<file path="src/rtl/unary_reduce_sequencer.sv">
// Multi-cycle unary AND/OR/XOR reduction of an N*CHUNKS-bit operand over one shared N-bit datapath.
// Optional build macro UNARY_REDUCE_SEQ_EARLY_EXIT_EN: finish as soon as an AND/OR result saturates.
module unary_reduce_sequencer #(
    parameter int unsigned N      = 8,
    parameter int unsigned CHUNKS = 4
) (
    input  logic              clk,
    input  logic              rst_n,
    input  logic              start_valid,
    output logic              start_ready,
    input  logic [1:0]        op,
    input  logic [N*CHUNKS-1:0] a,
    output logic              res_valid,
    input  logic              res_ready,
    output logic              c,
    output logic              err,
    output logic              busy
);

    localparam int unsigned W    = N * CHUNKS;
    localparam int unsigned IdxW = $clog2(CHUNKS);

    localparam logic [1:0] OpAnd  = 2'b00;
    localparam logic [1:0] OpOr   = 2'b01;
    localparam logic [1:0] OpRsvd = 2'b11;

    typedef enum logic [1:0] {StIdle, StRun, StDone} state_e;

    state_e          state_q, state_d;
    logic [W-1:0]    opnd_q, opnd_d;
    logic [1:0]      op_q, op_d;
    logic [IdxW-1:0] idx_q, idx_d;
    logic            acc_q, acc_d;
    logic            err_q, err_d;

    logic [N-1:0]    chunk;
    logic            acc_nxt;
    logic            last_chunk;
    logic            saturated;

    // The operand register shifts right each RUN edge, so the current chunk is always the low N bits.
    always_comb begin
        chunk = opnd_q[N-1:0];
        case (op_q)
            OpAnd:   acc_nxt = acc_q & (&chunk);
            OpOr:    acc_nxt = acc_q | (|chunk);
            default: acc_nxt = acc_q ^ (^chunk);
        endcase
        last_chunk = (idx_q == IdxW'(CHUNKS - 1));
        saturated  = ((op_q == OpAnd) && !acc_nxt) || ((op_q == OpOr) && acc_nxt);
    end

    always_ff @(posedge clk or negedge rst_n) begin
        if (!rst_n) begin
            state_q <= StIdle;
        end else begin
            state_q <= state_d;
        end
    end

    always_comb begin
        state_d = state_q;
        unique case (state_q)
            StIdle: begin
                if (start_valid) begin
                    state_d = (op == OpRsvd) ? StDone : StRun;
                end
            end
            StRun: begin
`ifdef UNARY_REDUCE_SEQ_EARLY_EXIT_EN
                if (last_chunk || saturated) begin
                    state_d = StDone;
                end
`else
                if (last_chunk) begin
                    state_d = StDone;
                end
`endif
            end
            StDone: begin
                if (res_ready) begin
                    state_d = StIdle;
                end
            end
            default: state_d = StIdle;
        endcase
    end

    always_comb begin
        start_ready = (state_q == StIdle);
        res_valid   = (state_q == StDone);
        busy        = (state_q != StIdle);
    end

    always_comb begin
        opnd_d = opnd_q;
        op_d   = op_q;
        idx_d  = idx_q;
        acc_d  = acc_q;
        err_d  = err_q;
        unique case (state_q)
            StIdle: begin
                if (start_valid) begin
                    opnd_d = a;
                    op_d   = op;
                    idx_d  = '0;
                    // AND starts from 1; OR, XOR and the reserved op (c=0) start from 0.
                    acc_d  = (op == OpAnd);
                    err_d  = (op == OpRsvd);
                end
            end
            StRun: begin
                opnd_d = opnd_q >> N;
                idx_d  = idx_q + IdxW'(1);
                acc_d  = acc_nxt;
            end
            StDone: begin
                if (res_ready) begin
                    err_d = 1'b0;
                end
            end
            default: ;
        endcase
    end

    always_ff @(posedge clk or negedge rst_n) begin
        if (!rst_n) begin
            opnd_q <= '0;
            op_q   <= '0;
            idx_q  <= '0;
            acc_q  <= 1'b0;
            err_q  <= 1'b0;
        end else begin
            opnd_q <= opnd_d;
            op_q   <= op_d;
            idx_q  <= idx_d;
            acc_q  <= acc_d;
            err_q  <= err_d;
        end
    end

    assign c   = acc_q;
    assign err = err_q;

endmodule
</file>
<file path="config.mk">
export PLATFORM = sky130hd
export DESIGN_NAME = unary_reduce_sequencer
export DESIGN_NICKNAME = d
export VERILOG_FILES = /design/src/rtl/unary_reduce_sequencer.sv
export SDC_FILE = /design/constraint.sdc
export NUM_CORES = 1
export LEC_CHECK = 0
export BUFFER_PORTS_ARGS = -buffer_cell sky130_fd_sc_hd__buf_2
export CAP_MARGIN = 20
export CORE_MARGIN = 1
export CORE_UTILIZATION = 58
export DETAILED_ROUTE_END_ITERATION = 6
export GPL_ROUTABILITY_DRIVEN = 0
export HOLD_SLACK_MARGIN = 0.1
export PLACE_DENSITY_LB_ADDON = 0.1
export SYNTH_ARGS = -nofsm -noshare
export SYNTH_HDL_FRONTEND = slang
export SYNTH_SLANG_ARGS = --single-unit
</file>
<file path="constraint.sdc">
create_clock -name clk -period 3.5 [get_ports clk]
set_input_delay 0.35 -clock clk [delete_from_list [all_inputs] [get_ports clk]]
set_output_delay 0.35 -clock clk [all_outputs]
set_load 0.01 [all_outputs]
</file>
# == After elaboration in Yosys (flattened, before gate mapping) ==
# Index checks and enable logic that the tools add are counted.
# word_totals
reg_bits,40
latch_bits,0
mem_bits_rw,0
romBits,0
out_inout_bits,5
word_cells,46
n_memories,0
# classes
n_addsub,1
mul,0
div_mod_pow,0
magnitude_cmp,0
eq_ne,8
shifts,0
muxes,15
bitwise,3
reduce_logical,13
# op_table
op,n
$pmux W32 S2,1
$mux W32,1
$mux W2,5
$reduce_and A8 Y1,1
$reduce_or A8 Y1,1
$reduce_xor A8 Y1,1
$eq A2 B2 Y1 const B,3
$logic_not A2 Y1,3
$pmux W1 S2,3
$pmux W2 S3,1
$reduce_and A3 Y1,2
$reduce_bool A2 Y1,3
$eq A2 B1 Y1 const B,2
$ne A2 B2 Y1 const B,2
$pmux W2 S2,1
$reduce_and A2 Y1,2
$mux W1,3
$add A2 B1 Y2 const B,1
$ne A2 B1 Y1 const B,1
$and A1 B1 Y1,1
$or A1 B1 Y1,1
$xor A1 B1 Y1,1

# == Longest topological paths before layout ==
# Gate-level depths: netlist (run 1).
# logic_depth
ltp_word,4
ltp_mapped,6
mapped_depth_nobuf,6

# == Least setup slack after synthesis (run 1) ==
# OpenSTA, ideal clock, no wires.
# synth_path
path_type,register -> register
from,reg opnd_q[6]
to,reg acc_q (netlist: c)
setup_time_ns,0.123
t_arrival_ns,1.372
required_time_ns,3.377
slack_ns,2.005
stages_incl_launch_ff,7
path_buffers,0
synth_period_minus_slack_ns,1.495
cell_sequence,dfrtp_1 > inv_1 > ha_1 > xor2_1 > xnor3_1 > a21oi_1 > a21oi_1
# synth_between
elab_chain_cells,4
elab_cells_between_ends,8
# synth_lines
element,line_no,source
"start, declared",30,"logic [W-1:0] opnd_q, opnd_d;"
"start signal, assigned",134,opnd_q <= opnd_d;
$reduce_xor A8 Y1 (tied with other cells),47,default: acc_nxt = acc_q ^ (^chunk);
$xor A1 B1 Y1 (tied with other cells),47,
$pmux W1 S2 (*),44,case (op_q)
$pmux W1 S2 (*),101,unique case (state_q)
"end signal, assigned",131,acc_q <= 1'b0;
"end signal, assigned",137,acc_q <= acc_d;
"end, declared",33,"logic acc_q, acc_d;"
# Mark *: on every way between the ends. The rest lies on a longest branch, timed or not.
# A chain may end at the register's enable or synchronous reset.

# == Worst setup path after layout (run 1) ==
# layout_path
from,reg state_q[0]
to,reg opnd_q[4]
# layout_between
elab_chain_cells,3
elab_cells_between_ends,6
# layout_lines
element,line_no,source
"start, declared",29,"state_e state_q, state_d;"
"start signal, assigned",55,state_q <= StIdle;
"start signal, assigned",57,state_q <= state_d;
$eq A2 B1 Y1 or $logic_not A2 Y1 (tied branches),101,
$reduce_bool A2 Y1 (no line) or $ne A2 B2 Y1 (tied branches),--,
$reduce_and A2 Y1 (no line),--,
# Parallel ways exist; a longest one is shown, timed or not.

==> results_dict.tcl, run 1 <==
set metrics [dict create \
    status "complete, no violations" \
    initial_core_util_pct 62.9 \
    endpoint_kind "register" \
    antenna_cells 0 \
    clk_path_buf_depth 2 \
    drtIter0Drc 49 \
    max_freq_ghz 0.593 \
    gr-total-overflow 0 \
    synthFlopType "dfrtp_1" \
    cts.repair.resized 0 \
    final_nets 272 \
    cp_max_fo 31 \
    synth_top_area_share_pct 50.5 \
    grt_pass1_wl_um 6130 \
    track_usage_pct 23.0 \
    synthDistinctLibCells 34 \
    p_leak_nw 1.18 \
    layout_commonest_cell "buf_2" \
    hold_violations 0 \
    hold_path.class "input pin to asynchronous set/reset pin" \
    cp-start-kind "register" \
    crit_type "register to register" \
    syn_nets 232 \
    drcViolationCount 0 \
    max_slew_margin_pct 42.9 \
    mostFrequentLayoutCells "buf_2, dfrtp_1, nand2_1, mux2i_1, o21ai_1" \
    synth_top_cell_by_area "dfrtp_1" \
    antenna_found_initial 0 \
    clk_pin_slew_ps 120 \
    async_flop_share_pct 100 \
    post-cts-setup-buffers 0 \
    finalCritPeriodShare_pct 48.2 \
    viasPerCell 5.30 \
    dp_hpwl_um 2640 \
    report.final.setup_viol 0 \
    ys_top_cells_by_area "dfrtp_1, mux2i_1, nand2_1" \
    cts_max_level 2 \
    cts_buffers 5 \
    crit_path_max_incr_delay_ps 700 \
    reg2reg_depth 4 \
    cts-root-buf "clkbuf_4" \
    ys_ff_latch 40 \
    grt_pass1_vias 1385 \
    fp.dieW_um 60.5 \
    dieArea_um2 3660 \
    cts_hold_buf 0 \
    worstPathArrival_ps 1960 \
    r2r_end "opnd_q[4]$_DFFE_PN0P_" \
    cp_slowest_cell "o21ai_4" \
    firstDrtPassIters 4 \
    yosysSeqAreaShare_pct 50.5 \
    io_buffers 42 \
    grt_start_max_net_pins 41 \
    final_area_um2 2290 \
    endpoint "opnd_q[4]$_DFFE_PN0P_" \
    antenna_left 0 \
    synthesis.area_um2 1980 \
    coreArea_um2 3150 \
    clk_latency_ps 340 \
    rrSetupSlack_ps 1810 \
    synthCells 185 \
    worstMarginPinSlew_ps 857 \
    rsz0062_at_grt "no" \
    powerDensity_nw_per_um2 930 \
    skew_ps 6.02 \
    drv_slew 0 \
    whs_ps 98.0 \
    cp_cell_sequence "o21ai_4, buf_16, nand2_1, o21ai_0" \
    vias 1432 \
    syn_avg_cell_area_um2 10.7 \
    wl_um 3670 \
    die_y_um 60.5 \
    tritoncts "built" \
    drv_cap 0 \
    finalCriticalPeriod_ps 1690 \
    fp-row-count 20 \
    synth_edf_count 0 \
    ir_drop_uv 608 \
    drive_gt1_share_pct 25.2 \
    r2r_start "state_q[0]$_DFFE_PN0P_" \
    syn_to_final_growth_pct 15.7 \
    final_cells 270 \
    cp-startpoint "state_q[0]$_DFFE_PN0P_" \
    wire_per_inst_um 13.6 \
    place_area_um2 2200 \
    io_pins 43 \
    totalNegativeSetupSlack_ps 0 \
    crit_required_ps 3770 \
    ys_warn_count 0 \
    dpl.cell_count 262 \
    numClockSinks 40 \
]
[registers in the layout, indices dropped and copies added, names as in the netlist]
name	cells
idx_q	2
state_q	2
op_q	2
c	1
err	1
opnd_q	32
[cells by family (layout without fill, tap and decap cells)]
group,count (synthesis),count (layout),share of synthesized area [%]
buffers and inverters,20,61,5.87
adders and majority gates,9,9,5.68
muxes,25,25,12.7
AOI/OAI and AO/OA,45,45,13.6
and+or+nand+nor,43,43,9.65
xor gates and xnor gates,3,3,2.02
DFF,40,40,50.5
[Yosys cell counts, types with 2 or more instances]
cell     count
buf_4        4
mux2i_1     24
ha_1         9
dfrtp_1     40
buf_2        2
inv_1        9
buf_6        3
a22o_1       8
o21ai_1     17
a21oi_1      4
o21ai_0     11
nand2_1     32
[area by class of cell]
type                    count  area, µm²
clock inverters             2       38.8
repair buffers             43        238
flip-flops and latches     40       1000
well taps                  44       55.1
multi-input cells         125        873
inverters                  10       37.5
fillers                   246        858
clock buffers               6       51.3
[metrics by stage]
step	setup WS (ps)	util, %	total power [mW]
after floorplan	2000	-	1.62
after global placement	1660	69.0	1.72
after detailed placement	1840	69.9	1.82
after CTS	1810	72.8	2.15
after global routing	1650	72.8	2.31
final	1810	72.8	2.13
[power by group]
group	internal [mW]	leakage, nW	switching [mW]
registers	0.676	0.503	0.158
logic	0.478	0.625	0.496
clock network	0.171	0.0484	0.154
total	1.32	1.18	0.809
[worst max-delay path: cells and delay by family (launching register included)]
kind | cells | cell delay (ps)
compound gates | 2 | 780
buf+inv | 1 | 230
flops | 1 | 520
simple gates | 1 | 80
[layer usage]
layer / vias to the layer above / global-route usage [%] / share of wire (%)
met5: - / 0 / 0
met4: 0 / 8.77 / 1.3
met3: 5 / 4.90 / 3.5
met2: 29 / 38.5 / 51
met1: 685 / 29.4 / 45
li1: 713 / - / -
[worst min path at each step]
stage	start	slack (ps)	depth (start not counted)	endpoint
6_report	rst_n	100	1	c$_DFFE_PN0P_
3_5_place_dp	opnd_q[16]$_DFFE_PN0P_	480	2	opnd_q[16]$_DFFE_PN0P_
2_1_floorplan	rst_n	50	0	c$_DFFE_PN0P_
4_1_cts	rst_n	130	1	opnd_q[8]$_DFFE_PN0P_
3_3_place_gp	opnd_q[19]$_DFFE_PN0P_	470	2	opnd_q[19]$_DFFE_PN0P_
5_1_grt	rst_n	150	1	opnd_q[16]$_DFFE_PN0P_
(Power assumes the default switching activity.)
==> run 2: changes to the inputs <==
--- a/config.mk
+++ b/config.mk
@@ -5,10 +5,11 @@
 export SDC_FILE = /design/constraint.sdc
 export NUM_CORES = 1
 export LEC_CHECK = 0
+export ABC_AREA = 1
 export BUFFER_PORTS_ARGS = -buffer_cell sky130_fd_sc_hd__buf_2
 export CAP_MARGIN = 20
 export CORE_MARGIN = 1
-export CORE_UTILIZATION = 58
+export CORE_UTILIZATION = 55
 export DETAILED_ROUTE_END_ITERATION = 6
 export GPL_ROUTABILITY_DRIVEN = 0
 export HOLD_SLACK_MARGIN = 0.1
==> constraint.sdc (replaced) <==
create_clock -name clk -period 1.69 [get_ports clk]
set_input_delay 0.169 -clock clk [delete_from_list [all_inputs] [get_ports clk]]
set_output_delay 0.169 -clock clk [all_outputs]
set_load 0.01 [all_outputs]
==> run 2 against run 1 <==
  * Sequential power grew 94%
  * Clock skew grew 3.6 ps
  * First-iteration DRC count is 150% higher
  * Largest cell class unchanged
==> results_dict.tcl, run 2 <==
set metrics [dict create \
    ys_warn_count 0 \
    final_cells 336 \
    regArea_um2 1000 \
    drtIter0Drc 122 \
    mostFrequentLayoutCells "inv_1, nand2_1, buf_2, dfrtp_1, o21ai_2" \
    multi_input_area_um2 987 \
    cts_max_level 2 \
    cp_max_fo 24 \
    worstPathArrival_ps 1700 \
    async_flop_share_pct 100 \
    report.final.setup_viol 0 \
    grt_start_max_net_pins 41 \
    max_slew_margin_pct 66.7 \
    crit_type "register to register" \
    grt_pass1_vias 1659 \
    dp_hpwl_um 3060 \
    regMostFlops "opnd_q" \
    n_fill_cell 321 \
    synth_edf_count 0 \
    gr-total-overflow 0 \
    rrSetupSlack_ps 170 \
    initial_core_util_pct 59.3 \
    cts-root-buf "clkbuf_8" \
    synthFlopType "dfrtp_1" \
    reg2reg_depth 8 \
    io_buffers 42 \
    wl_um 4300 \
    syn_nets 290 \
    drive_gt1_share_pct 35.1 \
    clk_latency_ps 290 \
    wire_per_inst_um 12.8 \
    finalCritPeriodShare_pct 89.9 \
    skew_ps 9.59 \
    endpoint_kind "register" \
    syn_to_final_growth_pct 16.8 \
    powerDensity_nw_per_um2 1940 \
    hold_path.class "input pin to register" \
    dpl.cell_count 326 \
    firstDrtPassIters 4 \
    rsz0062_at_grt "no" \
    p_sw_share_pct 43.7 \
    synth_top_cell_by_area "dfrtp_1" \
    drv_cap 0 \
    synth_top_area_share_pct 44.5 \
    coreArea_um2 3800 \
    cp-start-kind "register" \
    p_leak_nw 1.33 \
    totalNegativeSetupSlack_ps 0 \
    synthesis.area_um2 2250 \
    final_nets 334 \
    p_switching_mw 2.23 \
    status "complete, no violations" \
    holdCritStartpoint "a[30]" \
    finalCriticalPeriod_ps 1520 \
    grt_pass1_wl_um 7380 \
    crit_required_ps 1870 \
    viasPerCell 5.12 \
    ys_top_cells_by_area "dfrtp_1, o211ai_2, o21ai_2" \
    vias 1721 \
    numClockSinks 40 \
    clk_path_buf_depth 2 \
    fp.dieW_um 66.0 \
    min_path_cells 3 \
    r2r_end "opnd_q[17]$_DFFE_PN0P_" \
    die_y_um 66.0 \
    worstMarginPinSlew_ps 499 \
    yosysSeqAreaShare_pct 44.5 \
    io_pins 43 \
    p_comb_share_pct 55.6 \
    antenna_cells 0 \
    seqPwrFrac_pct 31.7 \
    clk_pin_slew_ps 70 \
    yosysMostFrequentCell "inv_1" \
    synthDistinctLibCells 23 \
    largest_reg_flops 32 \
    fp-row-count 22 \
    drcViolationCount 0 \
    intPower_mw 2.87 \
    hold_violations 0 \
    syn_avg_cell_area_um2 9.26 \
    whs_endpoint "opnd_q[30]$_DFFE_PN0P_" \
    dieArea_um2 4350 \
    antenna_found_initial 0 \
    synthCells 243 \
    cp-startpoint "state_q[1]$_DFFE_PN0P_" \
    antenna_left 0 \
    track_usage_pct 23.2 \
    ys_ff_latch 40 \
    cts_buffers 5 \
    power.share.clock_pct 12.7 \
    r2r_start "state_q[1]$_DFFE_PN0P_" \
    drv_slew 0 \
    tritoncts "built" \
    max_freq_ghz 0.659 \
    ir_drop_uv 1140 \
    layout_commonest_cell "inv_1" \
    ys_top_cells_by_count "inv_1, nand2_1, dfrtp_1" \
]
==> run 2: metal layers <==
metal  track usage [%]  part of all wire (%)  vias up
met5                 0                     0        -
met4              9.31                   1.5        0
met3              4.83                   4.1        8
met2              36.0                    45       37
met1              31.5                    49      799
li1                  -                     -      877
==> run 2: area by class of cell <==
class	count	area share (%)
clock buffer	8	3.43
inverter	47	6.80
multi-input combinational	143	37.5
sequential	40	38.1
tap	48	2.28
timing repair buffer	50	11.9
==> run 2: cell families (layout without fill, tap and decap cells) <==
| family | Yosys count | in the layout | synth area share (%) |
|---|---|---|---|
| flops | 40 | 40 | 44.5 |
| simple gates | 67 | 67 | 13.0 |
| compound gates | 67 | 67 | 25.6 |
| buf+inv | 60 | 105 | 11.9 |
| fa+ha+maj | 9 | 9 | 5.00 |
==> run 2: repair_timing <==
action | in CTS | in global routing
endpoints found under the hold margin | 41 | 0
hold buffers | 2 | 0
endpoints found under the setup margin | 0 | 14
gates resized for setup | 0 | 2
buffers inserted | 0 | 0
==> run 2: worst max path at each step <==
stage	cells after the start	slack (ps)	to
after global placement	8	120	opnd_q[19]$_DFFE_PN0P_
after global routing	11	40	c$_DFFE_PN0P_
after detailed placement	8	80	opnd_q[17]$_DFFE_PN0P_
after floorplan	9	260	opnd_q[10]$_DFFE_PN0P_
after CTS	8	60	opnd_q[17]$_DFFE_PN0P_
final	8	170	opnd_q[17]$_DFFE_PN0P_
==> run 2: worst max-delay path, stage by stage (launching register included) <==
cell	delay, ps
dfrtp_1	420
nor2_2	150
inv_2	50
or2_4	240
nand2_4	90
inv_4	110
buf_12	190
o211ai_2	80
o21ai_2	70
==> run 2: stage by stage <==
stage	setup slack (ps)	hold WS, ps	power [mW]	utilization [%]	cell area (µm²)
after detailed placement	81.7	258	4.47	66.3	2520
final	171	114	5.11	69.2	2630
after floorplan	257	-127	3.86	-	2250
after global routing	36.0	118	5.60	69.2	2630
after CTS	60.1	111	5.14	69.2	2630
after global placement	119	263	4.38	66.3	2520
==> run 2: power by group through the flow <==
stage / Combinational, mW / Clock (mW) / Sequential [mW]
finish: 2.84 / 0.648 / 1.62
global route: 3.22 / 0.708 / 1.67
CTS: 2.86 / 0.664 / 1.62
detailed placement: 2.84 / 0 / 1.63
global placement: 2.76 / 0 / 1.62
floorplan: 2.26 / 0 / 1.60
